--- config.mk ---
export PLATFORM = sky130hd
export DESIGN_NAME = servo_bank_ctrl
export DESIGN_NICKNAME = d
export VERILOG_FILES = /design/src/rtl/servo_bank_ctrl.sv
export SDC_FILE = /design/constraint.sdc
export NUM_CORES = 1
export LEC_CHECK = 0
export ABC_AREA = 0
export BUFFER_PORTS_ARGS = -buffer_cell sky130_fd_sc_hd__buf_2
export CORE_MARGIN = 8
export CORE_UTILIZATION = 58
export CTS_BUF_LIST = sky130_fd_sc_hd__clkbuf_8
export DETAILED_ROUTE_END_ITERATION = 10
export HOLD_SLACK_MARGIN = 0.03
export PLACE_DENSITY = 0.8
export SYNTH_ARGS = -nofsm -noshare
export SYNTH_HDL_FRONTEND = slang
export SYNTH_SLANG_ARGS = --single-unit
--- constraint.sdc ---
create_clock -name clk_i -period 3.4 [get_ports clk_i]
set_input_delay 0.34 -clock clk_i [delete_from_list [all_inputs] [get_ports clk_i]]
set_output_delay 0.34 -clock clk_i [all_outputs]
set_load 0.05 [all_outputs]
--- src/rtl/servo_bank_ctrl.sv ---
`default_nettype none
// ============================================================================
// Module   : servo_bank_ctrl
// Brief    : Frame-paced, rate-limited position ramp for a bank of servo channels.
//            Optional arrive_o pulses are enabled by defining SERVO_ARRIVE_IRQ_EN.
// Revision : 1.0 - initial release
// ============================================================================
module servo_bank_ctrl #(
    parameter int CLK_PER_NS = 40,
    parameter int N          = 8,
    parameter int N_CH       = 4,
    parameter int FRAME_MS   = 20,
    parameter int STEP       = 1,
    parameter int INIT_POS   = 128,
    localparam int CW        = $clog2(N_CH)
) (
    input  logic              clk_i,
    input  logic              rstn_i,
    input  logic              en_i,
    input  logic              cmd_valid_i,
    output logic              cmd_ready_o,
    input  logic [CW-1:0]     cmd_ch_i,
    input  logic [N-1:0]      cmd_pos_i,
    output logic [N_CH*N-1:0] pos_o,
    output logic [N_CH-1:0]   en_o,
    output logic              frame_o,
    output logic              busy_o,
    output logic              err_o
`ifdef SERVO_ARRIVE_IRQ_EN
    ,
    output logic [N_CH-1:0]   arrive_o
`endif
);

    localparam int MS_CYC = 1_000_000 / CLK_PER_NS;
    localparam int MSW    = $clog2(MS_CYC + 1);
    localparam int FW     = $clog2(FRAME_MS + 1);

    localparam logic [N-1:0] STEP_N = N'(STEP);
    localparam logic [N-1:0] INIT_N = N'(INIT_POS);

    localparam logic [0:0] IDLE   = 1'b0;
    localparam logic [0:0] UPDATE = 1'b1;

    logic [MSW-1:0]  ms_cnt;
    logic [FW-1:0]   frame_cnt;
    logic            frame_q;
    logic [0:0]      state;
    logic [CW-1:0]   idx;
    logic [N-1:0]    cur [N_CH];
    logic [N-1:0]    tgt [N_CH];
    logic [N_CH-1:0] chan_en;
    logic            busy_q;
    logic            err_q;
    logic            any_diff;
    logic            ms_last;
    logic            frame_last;
    logic            cmd_fire;
    logic            ch_ok;
`ifdef SERVO_ARRIVE_IRQ_EN
    logic [N_CH-1:0] arrive_q;
`endif

    // Move c toward t by at most STEP; the clamp keeps it from overshooting.
    function automatic logic [N-1:0] ramp(input logic [N-1:0] c, input logic [N-1:0] t);
        if (c < t)
            return ((t - c) > STEP_N) ? (c + STEP_N) : t;
        else if (c > t)
            return ((c - t) > STEP_N) ? (c - STEP_N) : t;
        else
            return c;
    endfunction

    assign ms_last    = (ms_cnt == MSW'(MS_CYC - 1));
    assign frame_last = (frame_cnt == FW'(FRAME_MS - 1));
    assign frame_o    = frame_q & en_i;

    always_ff @(posedge clk_i) begin
        if (!rstn_i || !en_i) begin
            ms_cnt    <= '0;
            frame_cnt <= '0;
            frame_q   <= 1'b0;
        end else begin
            frame_q <= ms_last && frame_last;
            if (ms_last) begin
                ms_cnt    <= '0;
                frame_cnt <= frame_last ? '0 : frame_cnt + 1'b1;
            end else begin
                ms_cnt <= ms_cnt + 1'b1;
            end
        end
    end

    assign cmd_ready_o = (state == IDLE) && rstn_i;
    assign cmd_fire    = cmd_valid_i && cmd_ready_o;
    assign ch_ok       = (int'(cmd_ch_i) < N_CH);

    always_comb begin
        any_diff = 1'b0;
        for (int k = 0; k < N_CH; k++)
            if (cur[k] != tgt[k])
                any_diff = 1'b1;
    end

    always_ff @(posedge clk_i) begin
        if (!rstn_i) begin
            state   <= IDLE;
            idx     <= '0;
            chan_en <= '0;
            busy_q  <= 1'b0;
            err_q   <= 1'b0;
            for (int k = 0; k < N_CH; k++) begin
                cur[k] <= INIT_N;
                tgt[k] <= INIT_N;
            end
`ifdef SERVO_ARRIVE_IRQ_EN
            arrive_q <= '0;
`endif
        end else begin
            busy_q <= any_diff;
`ifdef SERVO_ARRIVE_IRQ_EN
            arrive_q <= '0;
`endif
            // Commands only land in IDLE, so they never race the ramp writes.
            if (cmd_fire) begin
                if (ch_ok) begin
                    for (int k = 0; k < N_CH; k++) begin
                        if (cmd_ch_i == CW'(k)) begin
                            tgt[k]     <= cmd_pos_i;
                            chan_en[k] <= 1'b1;
                        end
                    end
                end else begin
                    err_q <= 1'b1;
                end
            end

            if (!en_i) begin
                state <= IDLE;
            end else begin
                case (state)
                    IDLE: begin
                        if (frame_o) begin
                            state <= UPDATE;
                            idx   <= '0;
                        end
                    end
                    default: begin
                        for (int k = 0; k < N_CH; k++) begin
                            if (idx == CW'(k)) begin
                                cur[k] <= ramp(cur[k], tgt[k]);
`ifdef SERVO_ARRIVE_IRQ_EN
                                arrive_q[k] <= (cur[k] != tgt[k]) &&
                                               (ramp(cur[k], tgt[k]) == tgt[k]);
`endif
                            end
                        end
                        if (idx == CW'(N_CH - 1))
                            state <= IDLE;
                        else
                            idx <= idx + 1'b1;
                    end
                endcase
            end
        end
    end

    for (genvar k = 0; k < N_CH; k++) begin : g_pos
        assign pos_o[k*N +: N] = cur[k];
    end

    assign en_o   = {N_CH{en_i}} & chan_en;
    assign busy_o = busy_q;
    assign err_o  = err_q;
`ifdef SERVO_ARRIVE_IRQ_EN
    assign arrive_o = arrive_q;
`endif

endmodule
`default_nettype wire

==> After elaboration in Yosys (flattened, before gate mapping) <==
Memory sizes are Yosys's and may differ from the RTL's.
Cells that the tools add are included.
{ "op_classes": {"magnitude_cmp": 16, "n_addsub": 19, "eq_ne": 13, "bitwise": 11, "muxes": 88, "reduce_logical": 16} }
{ "ops": {"columns": ["operator", "n"], "rows": [
  ["$mux 8", 40],
  ["$gt 8x1->1 const B", 8],
  ["$sub 8x8->8", 8],
  ["$mux 1", 44],
  ["$add 8x1->8 const B", 4],
  ["$gt 8x8->1", 4],
  ["$lt 8x8->1", 4],
  ["$ne 8x8->1", 4],
  ["$sub 8x1->8 const B", 4],
  ["$add 15x1->15 const B", 1],
  ["$eq 15x15->1 const B", 1],
  ["$reduce_and 2->1", 5],
  ["$eq 2x2->1 const B", 4],
  ["$or 1x1->1", 8],
  ["$mux 2", 3],
  ["$add 5x1->5 const B", 1],
  ["$eq 5x5->1 const B", 1],
  ["$mux 5", 1],
  ["$and 4x4->4", 1],
  ["$eq 2x1->1 const B", 2],
  ["$logic_not 2->1", 2],
  ["$logic_and 1x1->1", 3],
  ["$reduce_and 3->1", 1],
  ["$add 2x1->2 const B", 1],
  ["other kinds (7)", 8]
]} }
{ "totals": {"in_bits": 14, "regBits": 29, "mem_count": 2, "output_inout_bits": 40, "ramBits": 64} }
{ "mem_list": {"columns": ["memory", "depth", "word_bits", "read_ports", "rd_ports_with_merged_regs", "wr", "line", "source"], "rows": [
  ["cur", 4, 8, 4, 0, 4, "50", "logic [N-1:0] cur [N_CH];"],
  ["tgt", 4, 8, 4, 0, 4, "51", "logic [N-1:0] tgt [N_CH];"]
]} }

==> Longest topological paths before layout <==
Gate-level depths: netlist of run 1.
An unclocked memory read counts as a cell.
{ "logic_depth": {"depth_word": 11, "mapped_depth": 12} }

==> Least setup slack after synthesis of run 1 <==
No wires, ideal clock.
{ "synth_timing": {"path_kind": "reg-to-reg", "startpoint": "mem cur[3][2]", "endpoint": "mem cur[3][0] (enable)", "n_path_buf": 2, "t_arrival_ps": 3124, "setup_ps": 384, "slack_ps": -108, "required_time_ps": 3016, "path_stages_with_launch": 12, "path_cell_list": "edfxtp_1 -> clkbuf_1 -> inv_1 -> ha_1 -> buf_2 -> nand2b_1 -> a21oi_1 -> a221o_1 -> a21o_1 -> a21oi_2 -> nor3_1 -> o21ai_0"} }
{ "synth_rtl": {"columns": ["element", "line"], "rows": [
  ["from (decl)", "50"]
]} }

==> results of run 1 <==
==> worst max-delay path, stage by stage (launching register included) <==
cell      delay (ns)
edfxtp_1        0.46
inv_1           0.15
ha_1            0.43
nand4_1         0.26
o21ba_1         0.21
or4_4           0.50
a211oi_4        0.35
mux2i_2         0.21
or2_0           0.26
a41o_1          0.23
==> metal layers <==
layer	wire length (µm)	share of wire (%)	track usage [%]
met5	0	0	0
met4	461	2.3	7.99
met3	1150	5.6	3.35
met2	10000	49	37.9
met1	8770	43	27.8
==> layout by cell type, fill, tap and decap left out, types with 33 or more instances in the layout <==
cell type / netlist / layout
nand3_1: 40 / 40
ha_1: 74 / 74
nor3_1: 33 / 33
nand2_1: 49 / 49
and2_1: 43 / 43
a21oi_1: 45 / 45
edfxtp_1: 64 / 64
nor2_1: 72 / 72
xnor2_1: 39 / 39
o21ai_0: 37 / 35
inv_1: 85 / 84
buf_2: 7 / 52
==> registers in the layout, summed over array words and instances (netlist names) <==
register	count
frame_cnt	5
ms_cnt	15
state	1
cur	32
busy_o	1
chan_en	4
tgt	32
frame_q	1
idx	2
==> cells by family (layout without fill, tap and decap cells) <==
group                      after synthesis  in the layout  synth area share, %
and+or+nand+nor                        346            346                 22.7
AOI/OAI and AO/OA                      211            211                 18.5
buffers and inverters                  110            183                 5.31
DFF                                     93             93                 31.2
adders and majority gates               82             82                 13.6
xor gates and xnor gates                61             61                 6.67
muxes                                   14             14                 2.01
other                                    1              1               0.0468
==> timing repair <==
item / 4_1_cts / 5_1_grt
endpoints found under the setup margin: 0 / 12
gates resized for setup: 0 / 2
setup buffers: 0 / 0
hold endpoints to repair: 0 / 0
==> metrics by stage <==
stage | worst slack [ns] | instances | hold WS, ns
6_report | 0.114 | 1171 | 0.295
5_1_grt | 0.00199 | 1171 | 0.300
4_1_cts | 0.114 | 1171 | 0.280
3_5_place_dp | 0.148 | 1155 | 0.445
3_3_place_gp | 0.236 | 1155 | 0.438
2_1_floorplan | 0.0308 | 918 | 0.430
==> report_power, final <==
group	internal, W	leakage (nW)	total [W]	switching (W)
Combinational	0.000251	2.61	0.000680	0.000429
Sequential	0.00124	0.870	0.00128	0.0000359
Clock	0.000360	0.110	0.000802	0.000442
==> how the worst min path moves through the flow <==
| stage | from | endpoint | slack (ns) | cells after the start |
|---|---|---|---|---|
| floorplan | ms_cnt[0]$_SDFF_PP0_ | ms_cnt[0]$_SDFF_PP0_ | 0.43 | 1 |
| global placement | chan_en[0]$_SDFFE_PN0P_ | chan_en[0]$_SDFFE_PN0P_ | 0.44 | 1 |
| detailed placement | chan_en[0]$_SDFFE_PN0P_ | chan_en[0]$_SDFFE_PN0P_ | 0.45 | 1 |
| CTS | cmd_ch_i[0] | tgt[2][7]$_SDFFCE_PN1P_ | 0.28 | 2 |
| global route | cmd_ch_i[0] | tgt[2][7]$_SDFFCE_PN1P_ | 0.30 | 2 |
| finish | cmd_ch_i[0] | tgt[2][7]$_SDFFCE_PN1P_ | 0.30 | 2 |
==> layout make-up <==
class	instances	area, µm²
clock buffers	9	124
clock inverters	7	87.6
fillers	1163	4820
inverters	85	319
multi-input cells	715	5100
flip-flops and latches	93	2500
well taps	180	225
repair buffers	82	485
==> results_dict.tcl, run 1 <==
set metrics [dict create \
    grt_pass1_wl_mm 32.6 \
    grt_max_degree 19 \
    die_y_um 134 \
    final_core_util_pct 64.7 \
    ys_seq_area_share_pct 31.2 \
    end_kind "register" \
    finalMaxSlewViolations 0 \
    root_buffer "clkbuf_8" \
    syn-num-nets 1014 \
    vias_per_cell 6.11 \
    area_growth_pct 10.4 \
    port_buffers 52 \
    postRouteAntennaNets 0 \
    clock.fmax_ghz 0.304 \
    die_area_um2 17800 \
    dp_hpwl_mm 15.9 \
    critical_path.max_fanout 7 \
    crit_arrival_ns 3.43 \
    hold_viol_final 0 \
    drive_above_1_share_pct 12.7 \
    num_rows 43 \
    synthTopCellsByArea "edfxtp_1 (24%), ha_1 (12%), dfxtp_1 (7.2%)" \
    worstSetupEndpoint "cur[3][7]$_SDFFCE_PN1P_" \
    rrSetupSlack_ns 0.11 \
    fin_crit_ns 3.29 \
    rsz0062_at_grt "no" \
    grt_overflow 0 \
    period_share_pct 96.7 \
    r2r_cells 9 \
    h-tree-depth 3 \
    nets 1082 \
    place_congestion 0.926 \
    antenna_found_initial 0 \
    wl_per_cell_um 17.4 \
    syn_area_um2 8010 \
    synth_edf_count 64 \
    dr.pass1.iters 5 \
    ys_types 86 \
    worstSkewPairLatency_ns 0.39 \
    route.detailed.drc 0 \
    fin_tns_setup_ns 0 \
    cts.sink_count 93 \
    power_density_nw_per_um2 312 \
    netlist_instances 918 \
    fin_area_um2 8840 \
    yosysMostFrequentCell "inv_1" \
    core-area_um2 13700 \
    ys_ff_latch 93 \
    cts_tree "yes" \
    status "complete, no violations" \
    grtUsageTotal_pct 22.2 \
    ir_drop_uv 231 \
    finClkSkew_ns 0.0220 \
    ys.flop_type "edfxtp_1" \
    routed_wl_mm 20.4 \
    numCtsBuffers 9 \
    r2r-end "cur[3][7]$_SDFFCE_PN1P_" \
    slew-limit-headroom_pct 19.3 \
    p_leak_nw 3.59 \
    drv_cap 0 \
    initialDrtViolationCount 693 \
    crit_start "cur[3][3]$_SDFFCE_PN0P_" \
    vias 7150 \
    p_total_w 0.00276 \
    required_ns 3.55 \
    path_clk_slew_ns 0.10 \
    clock_tree.buffer_depth 2 \
    critPathKind "reg2reg" \
    cp-start-kind "register" \
    synth-warning-count 0 \
    setup_viol 0 \
    yosysTopAreaCell "edfxtp_1" \
    rr_startpoint "cur[3][3]$_SDFFCE_PN0P_" \
    place_area_um2 8620 \
    diodes 0 \
    grt_pass1_vias 6718 \
    ys_top_cells_by_count "inv_1 (85), ha_1 (74), nor2_1 (72)" \
    hp-class "in2reg" \
    io_pins 54 \
    avgSynthCellArea_um2 8.73 \
    synth_top_area_share_pct 24.0 \
    die_w_um 134 \
    hold_buffers 0 \
    tightest_slew_ns 1.20 \
    ys_async_sr_fraction_pct 0 \
    start_util_pct 58.6 \
]
(Power assumes the default switching activity.)
==> run 2: changes to the inputs <==
--- a/config.mk
+++ b/config.mk
@@ -10,9 +10,12 @@
 export CORE_MARGIN = 8
 export CORE_UTILIZATION = 58
 export CTS_BUF_LIST = sky130_fd_sc_hd__clkbuf_8
+export CTS_CLUSTER_SIZE = 25
 export DETAILED_ROUTE_END_ITERATION = 10
+export GPL_TIMING_DRIVEN = 0
 export HOLD_SLACK_MARGIN = 0.03
 export PLACE_DENSITY = 0.8
 export SYNTH_ARGS = -nofsm -noshare
 export SYNTH_HDL_FRONTEND = slang
 export SYNTH_SLANG_ARGS = --single-unit
+export TNS_END_PERCENT = 10
==> results_dict.tcl, run 2 (synthesis results as in run 1) <==
set metrics [dict create \
    cpMaxStageDelayCell "edfxtp_1" \
    r2r_cells 11 \
    drive_above_1_share_pct 13.0 \
    dpl.cell_count 1149 \
    place_congestion 0.935 \
    postRouteAntennaNets 0 \
    cp-start-kind "register" \
    route.detailed.drc 0 \
    core-area_um2 13700 \
    required_ns 3.55 \
    critical_path.top_delay_family "simple AND/OR/NAND/NOR gates" \
    final_cell_mix "inv_1 (84), ha_1 (73), nor2_1 (72)" \
    die_y_um 134 \
    cts.sink_count 93 \
    die_w_um 134 \
    initialDrtViolationCount 601 \
    holdPathStages 2 \
    die_area_um2 17800 \
    finalNonFillerCells 1175 \
    rsz0062_at_grt "yes" \
    setup_ws_ns 0.0977 \
    worstSkewPairLatency_ns 0.40 \
    dr.pass1.iters 5 \
    clock.fmax_ghz 0.303 \
    vias 7088 \
    power_density_nw_per_um2 303 \
    area_growth_pct 10.4 \
    whs_ns 0.283 \
    slew-limit-headroom_pct 29.6 \
    grt_overflow 0 \
    end_kind "register" \
    p_leak_nw 3.55 \
    fin_crit_ns 3.30 \
    wl_per_cell_um 16.5 \
    crit_chain "inv_1, ha_1, fa_1, nand2b_1, a21oi_1, mux2_2, nand4_1, nor3_2, mux2i_2, or2_0, a41o_1" \
    multi_input_area_um2 5160 \
    cts_tree "yes" \
    critPathKind "reg2reg" \
    num_rows 43 \
    routed_wl_mm 19.4 \
    crit_buf_inv 1 \
    hold_viol_final 0 \
    period_share_pct 97.1 \
    diodes 0 \
    tightest_slew_ns 1.05 \
    h-tree-depth 3 \
    port_buffers 51 \
    vias_per_cell 6.03 \
    dp_hpwl_mm 15.0 \
    drv_cap 0 \
    root_buffer "clkbuf_8" \
    numCtsBuffers 9 \
    final_core_util_pct 64.8 \
    critPathMaxStageDelay_ns 0.56 \
    antenna_found_initial 0 \
    finClkSkew_ns 0.0137 \
    grtUsageTotal_pct 21.7 \
    nets 1086 \
    num-fill-cells 1153 \
    reg_top3 "cur x32, tgt x32, ms_cnt x15" \
    place_ws_ns -0.346 \
    start_util_pct 58.6 \
    grt_pass1_wl_mm 32.2 \
    ir_drop_uv 261 \
    regArea_um2 2500 \
    critical_path.max_fanout 9 \
    grt_pass1_vias 6651 \
    finalMaxSlewViolations 0 \
    path_clk_slew_ns 0.10 \
    grt_max_degree 19 \
    crit_arrival_ns 3.45 \
    hp-class "in2reg" \
    setup_viol 0 \
    status "complete, no violations" \
    clock_tree.buffer_depth 2 \
    io_pins 54 \
    path_depth 11 \
    layout_commonest_cell "inv_1" \
]
==> run 2: cell count changes in the layout (fill, tap and decap cells not counted), moves of 2 or more <==
| cell | previous run | this run |
|---|---|---|
| buf_4 | 30 | 13 |
| clkbuf_1 | 0 | 12 |
| buf_2 | 52 | 57 |
| o21ai_2 | 1 | 4 |
| clkbuf_2 | 0 | 2 |
| clkbuf_4 | 0 | 2 |
| o21ai_0 | 35 | 33 |
| o21ai_1 | 11 | 9 |
==> run 2: final timing paths <==
check,to,from,slack [ns]
setup / recovery,cur[3][7]$_SDFFCE_PN1P_,cur[3][0]$_SDFFCE_PN0P_,0.1
hold / removal,tgt[2][7]$_SDFFCE_PN1P_,cmd_pos_i[7],0.28
setup reg to reg,cur[3][7]$_SDFFCE_PN1P_,cur[3][0]$_SDFFCE_PN0P_,0.1
hold reg to reg,chan_en[0]$_SDFFE_PN0P_,chan_en[0]$_SDFFE_PN0P_,0.47
==> run 2: worst reg2reg max path: cells and delay by family (launching register included) <==
family / cells / cell delay [ns]
compound gates: 2 / 0.43
fa+ha+maj: 2 / 0.64
buf+inv: 1 / 0.14
flops: 1 / 0.56
mux: 2 / 0.44
simple gates: 4 / 0.87
==> run 2: final cells by class <==
| type | instances | area share [%] |
|---|---|---|
| plain buffers | 23 | 1.22 |
| clock buffers | 9 | 1.40 |
| clock inverters | 7 | 0.735 |
| inverters | 85 | 3.61 |
| multi-input cells | 715 | 58.3 |
| flip-flops and latches | 93 | 28.3 |
| well taps | 180 | 2.55 |
| repair buffers | 63 | 3.90 |
==> run 2: metal layers <==
layer	GRT usage, %	vias to the layer above	part of all wire [%]	wire length, µm
li1	-	3462	-	-
met1	28.9	3355	45	8790
met2	35.3	247	47	9080
met3	4.07	24	6.3	1230
met4	5.86	0	1.3	261
met5	0	-	0	0
==> run 2: repair_timing <==
item	CTS	global route
setup buffers	0	12
endpoints found under the hold margin	0	0
pin swaps	0	2
resized for setup	9	19
endpoints found under the setup margin	43	46
hold buffers	0	0
==> run 2: report_power, final <==
group	total (W)	internal, W	switching (W)
logic	0.000664	0.000243	0.000421
registers	0.00128	0.00124	0.0000425
clock network	0.000736	0.000284	0.000452
total	0.00268	0.00177	0.000915
==> run 2: through the flow <==
step / TNS, ns / instance area (µm²) / power, W
3_3_place_gp: -6.05 / 8490 / 0.00193
6_report: 0 / 8850 / 0.00268
4_1_cts: -0.00445 / 8710 / 0.00267
5_1_grt: -0.224 / 8850 / 0.00280
3_5_place_dp: -7.13 / 8490 / 0.00194
2_1_floorplan: -0.0868 / 8010 / 0.00179
==> run 3: changes to the inputs <==
--- a/config.mk
+++ b/config.mk
@@ -7,7 +7,7 @@
 export LEC_CHECK = 0
 export ABC_AREA = 0
 export BUFFER_PORTS_ARGS = -buffer_cell sky130_fd_sc_hd__buf_2
-export CORE_MARGIN = 8
+export CORE_MARGIN = 2
 export CORE_UTILIZATION = 58
 export CTS_BUF_LIST = sky130_fd_sc_hd__clkbuf_8
 export CTS_CLUSTER_SIZE = 25
==> results_dict.tcl, run 3 (synthesis results as in run 1) <==
set metrics [dict create \
    slew-limit-headroom_pct 28.1 \
    highest_layer "met4" \
    drive_above_1_share_pct 12.3 \
    start_util_pct 60.0 \
    dr_wl_met3_mm 1.20 \
    cts_setup_buffers 0 \
    h-tree-depth 3 \
    finalMaxSlewViolations 0 \
    critPathMaxStageDelay_ns 0.63 \
    wl_per_cell_um 16.7 \
    clock_tree.buffer_depth 2 \
    initialDrtViolationCount 688 \
    critical_path.max_fanout 10 \
    p_leak_nw 3.52 \
    core-area_um2 13300 \
    drv_cap 0 \
    wl_met2_mm 8.84 \
    fin_crit_ns 3.39 \
    io_pins 54 \
    reg_top3 "cur x32, tgt x32, ms_cnt x15" \
    vias_per_cell 6.08 \
    vias 7046 \
    grt_overflow 0 \
    required_ns 3.52 \
    status "complete, no violations" \
    tightest_slew_ns 1.07 \
    grt_max_degree 17 \
    worstSkewPairLatency_ns 0.37 \
    crit_arrival_ns 3.51 \
    power_density_nw_per_um2 308 \
    setup_viol 0 \
    dr.pass1.iters 5 \
    dp_hpwl_mm 15.0 \
    grt_pass1_vias 6531 \
    die_y_um 122 \
    period_share_pct 99.8 \
    grtUsageTotal_pct 26.8 \
    die_area_um2 14800 \
    rrSetupSlack_ns 0.006 \
    path_clk_slew_ns 0.09 \
    root_buffer "clkbuf_8" \
    rsz0062_at_grt "yes" \
    critPathKind "reg2reg" \
    port_buffers 51 \
    fin_tns_setup_ns 0 \
    num_rows 42 \
    place_area_um2 8490 \
    numCtsBuffers 9 \
    fin_area_um2 8810 \
    ir_drop_uv 335 \
    clock.fmax_ghz 0.295 \
    hp-class "in2reg" \
    m1WireLength_mm 8.87 \
    layout_commonest_cell "inv_1" \
    antenna_found_initial 0 \
    postRouteAntennaNets 0 \
    holdPathStages 2 \
    finClkSkew_ns 0.0189 \
    nets 1074 \
    diodes 0 \
    place_congestion 0.921 \
    r2r_cells 10 \
    grt_pass1_wl_mm 31.7 \
    die_w_um 122 \
    cp-start-kind "register" \
    route.detailed.drc 0 \
    hold_buffers 0 \
    crit_chain "inv_2, ha_1, nor2b_1, o21a_1, or3_1, a2111o_1, a211oi_4, mux2i_4, or2_0, a41o_1" \
    end_kind "register" \
    cts.sink_count 93 \
    final_cell_mix "inv_1 (85), ha_1 (73), nor2_1 (71)" \
    area_growth_pct 9.92 \
    cpMaxStageDelayCell "edfxtp_1" \
    hold_viol_final 0 \
    cts_tree "yes" \
    routed_wl_mm 19.3 \
]
## run 3: routing by layer
metal  global-route usage, %  vias to the layer above
met5                       0                        -
met4                    8.26                        0
met3                    4.35                       35
met2                    43.3                      259
met1                    37.2                     3304
li1                        -                     3448
## run 3: stage by stage
stage | util, % | power, W | cells | hold WS [ns] | setup WS, ns
after floorplan | - | 0.00179 | 918 | 0.430 | -0.0438
after global routing | 66.0 | 0.00283 | 1159 | 0.321 | -0.164
after CTS | 65.4 | 0.00270 | 1161 | 0.301 | 0.00404
after global placement | 63.6 | 0.00193 | 1145 | 0.439 | -0.316
after detailed placement | 63.6 | 0.00194 | 1145 | 0.447 | -0.351
final | 66.0 | 0.00271 | 1159 | 0.325 | 0.00629
## run 3: worst paths after layout
| path | from | end |
|---|---|---|
| worst min register to register | chan_en[0]$_SDFFE_PN0P_ | chan_en[0]$_SDFFE_PN0P_ |
| worst max-delay path | cur[3][1]$_SDFFCE_PN0P_ | cur[3][7]$_SDFFCE_PN1P_ |
| worst max register to register | cur[3][1]$_SDFFCE_PN0P_ | cur[3][7]$_SDFFCE_PN1P_ |
| worst min-delay path | cmd_ch_i[0] | tgt[2][7]$_SDFFCE_PN1P_ |
## run 3: power breakdown
part | internal [W] | leakage (nW) | switching (W) | total, W
clock network | 0.000362 | 0.110 | 0.000399 | 0.000761
logic | 0.000242 | 2.54 | 0.000424 | 0.000666
registers | 0.00124 | 0.870 | 0.0000461 | 0.00129
## run 3: what timing repair did
item,CTS,global route
pin swaps,1,2
resized for setup,10,24
setup endpoints to repair,41,63
## run 3: area by class of cell
cell class,instances,area [µm²]
fill,1081,4540
sequential,93,2500
multi-input combinational,715,5200
clock inverter,6,63.8
clock buffer,10,138
timing repair buffer,51,255
inverter,85,319
buffer,23,104
tap,176,220
## run 3: critical path, delay by kind of cell, from the launching register on
family / cells / cell delay [ns]
compound gates: 4 / 1.19
fa+ha+maj: 1 / 0.34
buf+inv: 1 / 0.12
flops: 1 / 0.63
mux: 1 / 0.19
simple gates: 3 / 0.68
